[src/rtl/tqvp_rng_pkg.sv]
// Shared constants for the TinyQV RNG peripheral: register addresses,
// status/control bit positions and the packed status byte layout.
package tqvp_rng_pkg;

  localparam logic [1:0] RNG_ADDR_DATA = 2'd0;
  localparam logic [1:0] RNG_ADDR_STAT = 2'd1;

  localparam int STAT_UNDERFLOW = 7;
  localparam int STAT_PENDING   = 6;
  localparam int STAT_FULL      = 5;
  localparam int STAT_EMPTY     = 4;

  localparam int CTRL_WHITEN = 0;
  localparam int CTRL_FLUSH  = 1;
  localparam int CTRL_CLR_UF = 7;

  typedef struct packed {
    logic       underflow;
    logic       pending;
    logic       full;
    logic       empty;
    logic [3:0] count;
  } rng_status_t;

endpackage

[src/rtl/rng_byte_fifo_mem.sv]
// DEPTH x 8 byte FIFO with power-of-two wrapping pointers and an explicit count.
// A push into a full FIFO is accepted only when a pop happens in the same cycle.
module rng_byte_fifo_mem #(
  parameter int DEPTH = 4
) (
  input  logic       clk,
  input  logic       rst_n,
  input  logic       flush,
  input  logic       push,
  input  logic [7:0] push_data,
  input  logic       pop,
  output logic [7:0] head,
  output logic [4:0] count,
  output logic       full,
  output logic       empty,
  output logic       push_ok
);

  localparam int AW = (DEPTH > 1) ? $clog2(DEPTH) : 1;
  localparam int CW = $clog2(DEPTH + 1);

  logic [7:0]    mem_r [DEPTH];
  logic [AW-1:0] wr_ptr_r;
  logic [AW-1:0] rd_ptr_r;
  logic [CW-1:0] count_r;
  logic          pop_ok_s;

  assign empty    = (count_r == '0);
  assign full     = (count_r == CW'(DEPTH));
  assign pop_ok_s = pop & ~empty & ~flush;
  assign push_ok  = push & ~flush & (~full | pop_ok_s);
  assign head     = mem_r[rd_ptr_r];
  assign count    = 5'(count_r);

  // Pointer and occupancy bookkeeping; flush returns to the empty state.
  always_ff @(posedge clk or negedge rst_n) begin
    if (!rst_n) begin
      wr_ptr_r <= '0;
      rd_ptr_r <= '0;
      count_r  <= '0;
    end else if (flush) begin
      wr_ptr_r <= '0;
      rd_ptr_r <= '0;
      count_r  <= '0;
    end else begin
      if (push_ok)  wr_ptr_r <= wr_ptr_r + AW'(1);
      if (pop_ok_s) rd_ptr_r <= rd_ptr_r + AW'(1);
      case ({push_ok, pop_ok_s})
        2'b10:   count_r <= count_r + CW'(1);
        2'b01:   count_r <= count_r - CW'(1);
        default: count_r <= count_r;
      endcase
    end
  end

  // Byte storage; contents behind the read pointer are never observed when empty.
  always_ff @(posedge clk) begin
    if (push_ok) mem_r[wr_ptr_r] <= push_data;
  end

endmodule

[src/rtl/tqvp_rng_byte_fifo.sv]
// LFSR bit stream -> optional von Neumann debias -> MSB-first byte packer -> FIFO,
// exposed to the TinyQV core as a data/status/control register block.
module tqvp_rng_byte_fifo
  import tqvp_rng_pkg::*;
#(
  parameter int   DEPTH      = 4,
  parameter logic WHITEN_RST = 1'b1
) (
  input  logic       clk,
  input  logic       rst_n,
  input  logic       rnd_bit,
  input  logic       rnd_valid,
  output logic       rnd_ready,
  input  logic [3:0] address,
  input  logic       data_write,
  input  logic       data_read,
  input  logic [7:0] data_in,
  output logic [7:0] data_out,
  output logic       fifo_nonempty
);

  logic [1:0]  reg_addr_s;
  logic        accept_s, ctrl_wr_s, flush_s, pop_s;
  logic        emit_s, emit_bit_s, half_next_s, first_next_s;
  logic        complete_s, push_s, push_ok_s;
  logic        pending_next_s, hold_load_s, underflow_next_s;
  logic [7:0]  byte_s, push_data_s, head_s;
  logic [4:0]  count_s;
  logic        full_s, empty_s;
  rng_status_t status_s;
  logic        unused_s;

  logic        whiten_r, half_r, first_r, pending_r, underflow_r, rnd_ready_r;
  logic [7:0]  shift_r, hold_r;
  logic [2:0]  bit_cnt_r;

  assign reg_addr_s = address[1:0];
  assign accept_s   = rnd_valid & rnd_ready_r;
  assign ctrl_wr_s  = data_write & (reg_addr_s == RNG_ADDR_STAT);
  assign flush_s    = ctrl_wr_s & data_in[CTRL_FLUSH];
  assign pop_s      = data_read & (reg_addr_s == RNG_ADDR_DATA);
  assign unused_s   = ^{address[3:2], data_in[6:2], count_s[4]};

  // Whitener: pair tracking and the bit handed to the packer this cycle.
  always_comb begin
    emit_s       = 1'b0;
    emit_bit_s   = rnd_bit;
    half_next_s  = half_r;
    first_next_s = first_r;
    if (accept_s) begin
      if (whiten_r) begin
        if (half_r) begin
          emit_s      = first_r ^ rnd_bit;
          emit_bit_s  = first_r;
          half_next_s = 1'b0;
        end else begin
          first_next_s = rnd_bit;
          half_next_s  = 1'b1;
        end
      end else begin
        emit_s = 1'b1;
      end
    end else begin
      emit_s = 1'b0;
    end
    // Any control write restarts pairing so a stale first bit is never paired.
    if (ctrl_wr_s) half_next_s = 1'b0;
    else           half_next_s = half_next_s;
  end

  assign byte_s      = {shift_r[6:0], emit_bit_s};
  assign complete_s  = emit_s & (bit_cnt_r == 3'd7) & ~flush_s;
  assign push_s      = pending_r | complete_s;
  assign push_data_s = pending_r ? hold_r : byte_s;

  // Hold-register, pending and underflow next-state.
  always_comb begin
    pending_next_s   = pending_r;
    hold_load_s      = 1'b0;
    underflow_next_s = underflow_r;
    if (flush_s) begin
      pending_next_s = 1'b0;
    end else if (pending_r) begin
      pending_next_s = ~push_ok_s;
    end else begin
      pending_next_s = complete_s & ~push_ok_s;
      hold_load_s    = complete_s & ~push_ok_s;
    end
    if (ctrl_wr_s && data_in[CTRL_CLR_UF]) begin
      underflow_next_s = 1'b0;
    end else if (pop_s && empty_s && !flush_s) begin
      underflow_next_s = 1'b1;
    end else begin
      underflow_next_s = underflow_r;
    end
  end

  // Control, whitener, packer and back-pressure state.
  always_ff @(posedge clk or negedge rst_n) begin
    if (!rst_n) begin
      whiten_r    <= WHITEN_RST;
      half_r      <= 1'b0;
      first_r     <= 1'b0;
      shift_r     <= 8'h00;
      bit_cnt_r   <= 3'd0;
      hold_r      <= 8'h00;
      pending_r   <= 1'b0;
      underflow_r <= 1'b0;
      rnd_ready_r <= 1'b1;
    end else begin
      if (ctrl_wr_s) whiten_r <= data_in[CTRL_WHITEN];
      first_r     <= first_next_s;
      pending_r   <= pending_next_s;
      underflow_r <= underflow_next_s;
      rnd_ready_r <= ~pending_next_s;
      if (hold_load_s) hold_r <= byte_s;
      if (flush_s) begin
        half_r    <= 1'b0;
        shift_r   <= 8'h00;
        bit_cnt_r <= 3'd0;
      end else begin
        half_r <= half_next_s;
        if (emit_s) begin
          shift_r   <= byte_s;
          bit_cnt_r <= bit_cnt_r + 3'd1;
        end
      end
    end
  end

  rng_byte_fifo_mem #(.DEPTH(DEPTH)) u_mem (
    .clk       (clk),
    .rst_n     (rst_n),
    .flush     (flush_s),
    .push      (push_s),
    .push_data (push_data_s),
    .pop       (pop_s),
    .head      (head_s),
    .count     (count_s),
    .full      (full_s),
    .empty     (empty_s),
    .push_ok   (push_ok_s)
  );

  assign status_s.underflow = underflow_r;
  assign status_s.pending   = pending_r;
  assign status_s.full      = full_s;
  assign status_s.empty     = empty_s;
  assign status_s.count     = count_s[3:0];

  // Register read mux.
  always_comb begin
    data_out = 8'h00;
    case (reg_addr_s)
      RNG_ADDR_DATA: data_out = empty_s ? 8'h00 : head_s;
      RNG_ADDR_STAT: data_out = status_s;
      default:       data_out = 8'h00;
    endcase
  end

  assign rnd_ready     = rnd_ready_r;
  assign fifo_nonempty = ~empty_s;

endmodule

[config.mk]
export PLATFORM = sky130hd
export DESIGN_NAME = tqvp_rng_byte_fifo
export DESIGN_NICKNAME = d
export VERILOG_FILES = /design/src/rtl/tqvp_rng_pkg.sv /design/src/rtl/rng_byte_fifo_mem.sv /design/src/rtl/tqvp_rng_byte_fifo.sv
export SDC_FILE = /design/constraint.sdc
export NUM_CORES = 1
export LEC_CHECK = 0
export CORE_MARGIN = 8
export CORE_UTILIZATION = 30
export DETAILED_ROUTE_END_ITERATION = 7
export GPL_TIMING_DRIVEN = 1
export SYNTH_ARGS = -nofsm -noshare
export SYNTH_HDL_FRONTEND = slang
export SYNTH_HIERARCHICAL = 1
export SYNTH_SLANG_ARGS = --single-unit
[constraint.sdc]
create_clock -name clk -period 7.3 [get_ports clk]
set_clock_uncertainty 0.15 [all_clocks]
set_input_delay 1.46 -clock clk [delete_from_list [all_inputs] [get_ports clk]]
set_output_delay 1.46 -clock clk [all_outputs]
set_load 0.1 [all_outputs]
# --- Word-level counts from Yosys, hierarchy flattened ---
# Memories as Yosys holds them, arrays and structs flattened.
# Cells that the tools add are included.
classes:
  mux: 32
  n_eq_ne: 5
  n_reduce_logical: 15
  bitwise_logic: 19
  addsub: 5
ops:
  columns: ["cell", "n"]
  rows:
  - ["1-bit two-way mux", 19]
  - ["8-bit two-way mux", 2]
  - ["8-bit one-hot mux with 2 select lines", 1]
  - ["7-bit two-way mux", 2]
  - ["1-bit bitwise AND", 11]
  - ["3-bit two-way mux", 3]
  - ["3-bit nonzero test", 3]
  - ["2-bit two-way mux", 4]
  - ["2-bit nonzero test", 4]
  - ["3-bit by 1-bit adder with 3-bit output, second input constant", 2]
  - ["3-bit equality test, second input constant", 2]
  - ["3-bit one-hot mux with 2 select lines", 1]
  - ["1-bit inverter", 5]
  - ["2-bit by 1-bit adder with 2-bit output, second input constant", 2]
  - ["2-bit by 1-bit equality test with 1-bit output, second input constant", 2]
  - ["2-bit AND reduction", 2]
  - ["1-bit logical AND", 3]
  - ["3-bit logical NOT", 1]
  - ["3-bit by 1-bit subtractor with 3-bit output, second input constant", 1]
  - ["2-bit equality test, second input constant", 1]
  - ["2-bit logical NOT", 1]
  - ["1-bit bitwise OR", 2]
  - ["1-bit logical NOT", 1]
  - ["1-bit bitwise XOR", 1]
totals:
  mem_count: 1
  elab_cells: 89
  output_inout_bits: 10
  inputBits: 18
  reg_bits: 31
  mem_bits_rw: 32
memory_table:
  columns: ["memory", "words", "word_bits", "read_ports", "rd_ports_with_merged_regs", "wr", "line_no", "rtl"]
  rows:
  - ["u_mem.mem_r", 4, 8, 1, 0, 1, "rng_byte_fifo_mem.sv:22", "logic [7:0] mem_r [DEPTH];"]

# --- Depth between registers and ports, before layout ---
depth:
  ltp_word: 14
  depth_mapped: 11
  ltp_nobuf: 9

# --- By module ---
# Netlist, hierarchy kept.
modules_own_cells:
  columns: ["mod", "instances", "area_each_um2", "seq_area_each_um2", "cells_each"]
  rows:
  - ["rng_byte_fifo_mem", 1, 1791.7, 1136.1, 110]
  - ["tqvp_rng_byte_fifo", 1, 1267.5, 603.1, 114]

# --- Worst setup path before layout ---
# OpenSTA, ideal clock, no wires.
synth_path:
  path_kind: "input to output"
  from: "in address[0]"
  to: "out data_out[4]"
  stages: 4
  path_buffers: 1
  required_ns: 5.690
  setup_slack_ns: 2.164
  t_arrival_ns: 3.526
  cell_sequence: "clkbuf_1 -> nor2_1 -> nand2_1 -> a21oi_1"
synth_via:
  elab_chain_len: 2
  elab_cells_between_ends: 3
synth_lines:
  columns: ["element", "line_no", "rtl"]
  rows:
  - ["start: declaration", "tqvp_rng_byte_fifo.sv:14", "input logic [3:0] address,"]
  - ["2-bit by 1-bit equality test with 1-bit output / 2-bit logical NOT (equally long branches)", "tqvp_rng_byte_fifo.sv:154", "case (reg_addr_s)"]
  - ["8-bit one-hot mux with 2 select lines (*)", "tqvp_rng_byte_fifo.sv:154", null]
  - ["end: declaration", "tqvp_rng_byte_fifo.sv:18", "output logic [7:0] data_out,"]
# Every way passes the cells marked *; elsewhere a longest branch is shown, timed or not.

# --- Worst setup path after layout ---
layout_path:
  from: "in address[0]"
  to: "out data_out[1]"
# Same word-level chain as after synthesis.

==> results.sh <==
export IMPL_crit_path_end_kind="output port"
export IMPL_cts_made_buffers=9
export IMPL_gp_routability_congestion=0.707
export IMPL_criticalPathCategory="in2out"
export IMPL_syn_num_nets=248
export IMPL_max_slew_margin_rel=0.345
export IMPL_routed_wl_um=5630
export IMPL_utilization=0.351
export IMPL_diodes=0
export IMPL_crit_path_start="address[0]"
export IMPL_initial_core_util=0.302
export IMPL_met1_usage=0.104
export IMPL_grt_usage=0.0905
export IMPL_cts_hold_buf=0
export IMPL_io_pins=28
export IMPL_crit_path_start_kind="primary input"
export IMPL_setup_violations=0
export IMPL_cts_max_level=3
export IMPL_clk_pin_slew_ps=60
export IMPL_dieWidth_um=117
export IMPL_port_buffers=20
export IMPL_die_height_um=117
export IMPL_reg2regPathDepth=9
export IMPL_num_fill_cells=1018
export IMPL_dp_cells=367
export IMPL_endpoint="data_out[1]"
export IMPL_hold_class="reg2reg"
export IMPL_rows=37
export IMPL_avgSynthCellArea_um2=13.7
export IMPL_p_total_w=0.00141
export IMPL_critPathBufInv=2
export IMPL_drt_iter0_markers=98
export IMPL_status="finished clean"
export IMPL_slew_viol_final=0
export IMPL_ff_latch_area_mm2=0.00174
export IMPL_drt_pre_antenna_iters=4
export IMPL_fp_dieArea_mm2=0.0137
export IMPL_fin_crit_ps=5550
export IMPL_fin_tns_setup_ps=0
export IMPL_cts_resized=0
export IMPL_power_density_mw_per_mm2=399
export IMPL_crit_slowest_cell="clkdlybuf4s50_1"
export IMPL_vias=1773
export IMPL_grt_pass1_wl_um=9420
export IMPL_worst_ep_required_time_ps=5690
export IMPL_r2r_end="u_mem/count_r[2]"
export IMPL_drc=0
export IMPL_gr_total_overflow=0
export IMPL_clk_insertion_delay_late_ps=330
export IMPL_nets=267
export IMPL_rsz0062_at_grt="false"
export IMPL_path_max_fanout=12
export IMPL_core_mm2=0.0101
export IMPL_cp_num_cells=5
export IMPL_cts_tree="yes"
export IMPL_dpl_hpwl_um=3870
export IMPL_grt_util_met2=0.150
export IMPL_critPathMaxStageDelay_ps=1150
export IMPL_final_area_mm2=0.00354
export IMPL_postCtsSetupBuffers=0
export IMPL_maxCapViolCount=0
export IMPL_grt_pass1_vias=1872
export IMPL_placed_area_mm2=0.00336
export IMPL_hold_violations=0
export IMPL_grt_antenna_before_repair=0
export IMPL_hold_depth=1
export IMPL_synthesis_area_mm2=0.00305
export IMPL_clk_path_buf_depth=2
export IMPL_worst_slew_pin_slew_ps=979
export IMPL_grt_busiest_layer="met2"
export IMPL_root_buffer="clkbuf_8"
export IMPL_yosysWarningCount=6
export IMPL_routedWlPerCell_um=14.7
export IMPL_ant_nets=0
export IMPL_path_cells="clkdlybuf4s50_1 > nor2_1 > a22oi_1 > nor2_1 > clkdlybuf4s50_1"
export IMPL_cts_sinks=63
export IMPL_syn2layout_area_growth_pct=16.0
export IMPL_max_freq_mhz=180
export IMPL_worst_ep_arrival_time_ps=3940
export IMPL_grt_max_degree=32
export IMPL_peakVddDrop_v=0.000197
export IMPL_drive_above_1_share=0.215
export IMPL_final_cell_count_no_fill=383
export IMPL_r2r_slack_ps=3480
export IMPL_multi_input_area_mm2=0.00121
export IMPL_syn_inst=223
export IMPL_via_per_inst=4.63
export IMPL_critPathTopFamily="buffers and inverters"
export IMPL_p_leak_nw=1.31
export IMPL_grt_use_met3=0.0282
export IMPL_final_period_utilization=0.761
export IMPL_rr_startpoint="first_r"
-- power by group --
part / switching (W) / total, W / internal (W)
Sequential: 0.000113 / 0.000607 / 0.000494
Combinational: 0.000308 / 0.000522 / 0.000214
Clock: 0.000127 / 0.000282 / 0.000155
Total: 0.000547 / 0.00141 / 0.000864
-- routing by layer --
layer  vias to the layer above  part of all wire
li1                        858                 -
met1                       878              0.45
met2                        28              0.48
met3                         9             0.050
met4                         0             0.017
met5                         -                 0
-- how the worst min path moves through the flow --
stage,startpoint,endpoint
2_1_floorplan,hold_r[0],hold_r[0]
3_3_place_gp,hold_r[0],hold_r[0]
3_5_place_dp,hold_r[7],hold_r[7]
4_1_cts,hold_r[6],hold_r[6]
5_1_grt,hold_r[6],hold_r[6]
6_report,hold_r[4],hold_r[4]
-- placed cells by master (no fill, tap or decap), types with 2 or more instances in the layout --
master           instances
ha_1                     6
a31oi_1                  2
mux2i_1                  9
or3_1                    2
nor3_1                   4
a211oi_1                 2
mux2_2                  19
and2_1                   5
nor2_1                  24
xor2_1                   4
clkbuf_8                 9
inv_1                    4
o21ai_1                  3
xnor2_1                  3
a22oi_1                  7
mux4_2                   8
nor2b_1                  2
dfrtp_1                 29
clkbuf_1                 2
clkdlybuf4s50_1         20
clkinv_2                 3
nand2_1                  6
nor3b_1                  2
buf_4                    3
edfxtp_1                32
dfstp_2                  2
nand3_1                  3
a21oi_1                  6
-- registers in the layout (all words and copies together), names as in the netlist --
signal          count
pending_r           1
u_mem/count_r       3
hold_r              8
underflow_r         1
u_mem/rd_ptr_r      2
first_r             1
whiten_r            1
u_mem/mem_r        32
bit_cnt_r           3
half_r              1
rnd_ready           1
u_mem/wr_ptr_r      2
shift_r             7
-- final cells by class --
cell class,instances,share of cell area
multi-input combinational,140,0.341
tap,136,0.0481
sequential,63,0.491
timing repair buffer,23,0.0629
clock buffer,11,0.0371
inverter,5,0.00530
clock inverter,5,0.0138
-- through the flow --
stage          hold WS, ps  setup WS, ps
2_1_floorplan          324          2160
3_3_place_gp           331          1730
3_5_place_dp           338          1720
4_1_cts                354          1700
5_1_grt                359          1600
6_report               352          1750
Power figures use the tool's default switching activity.
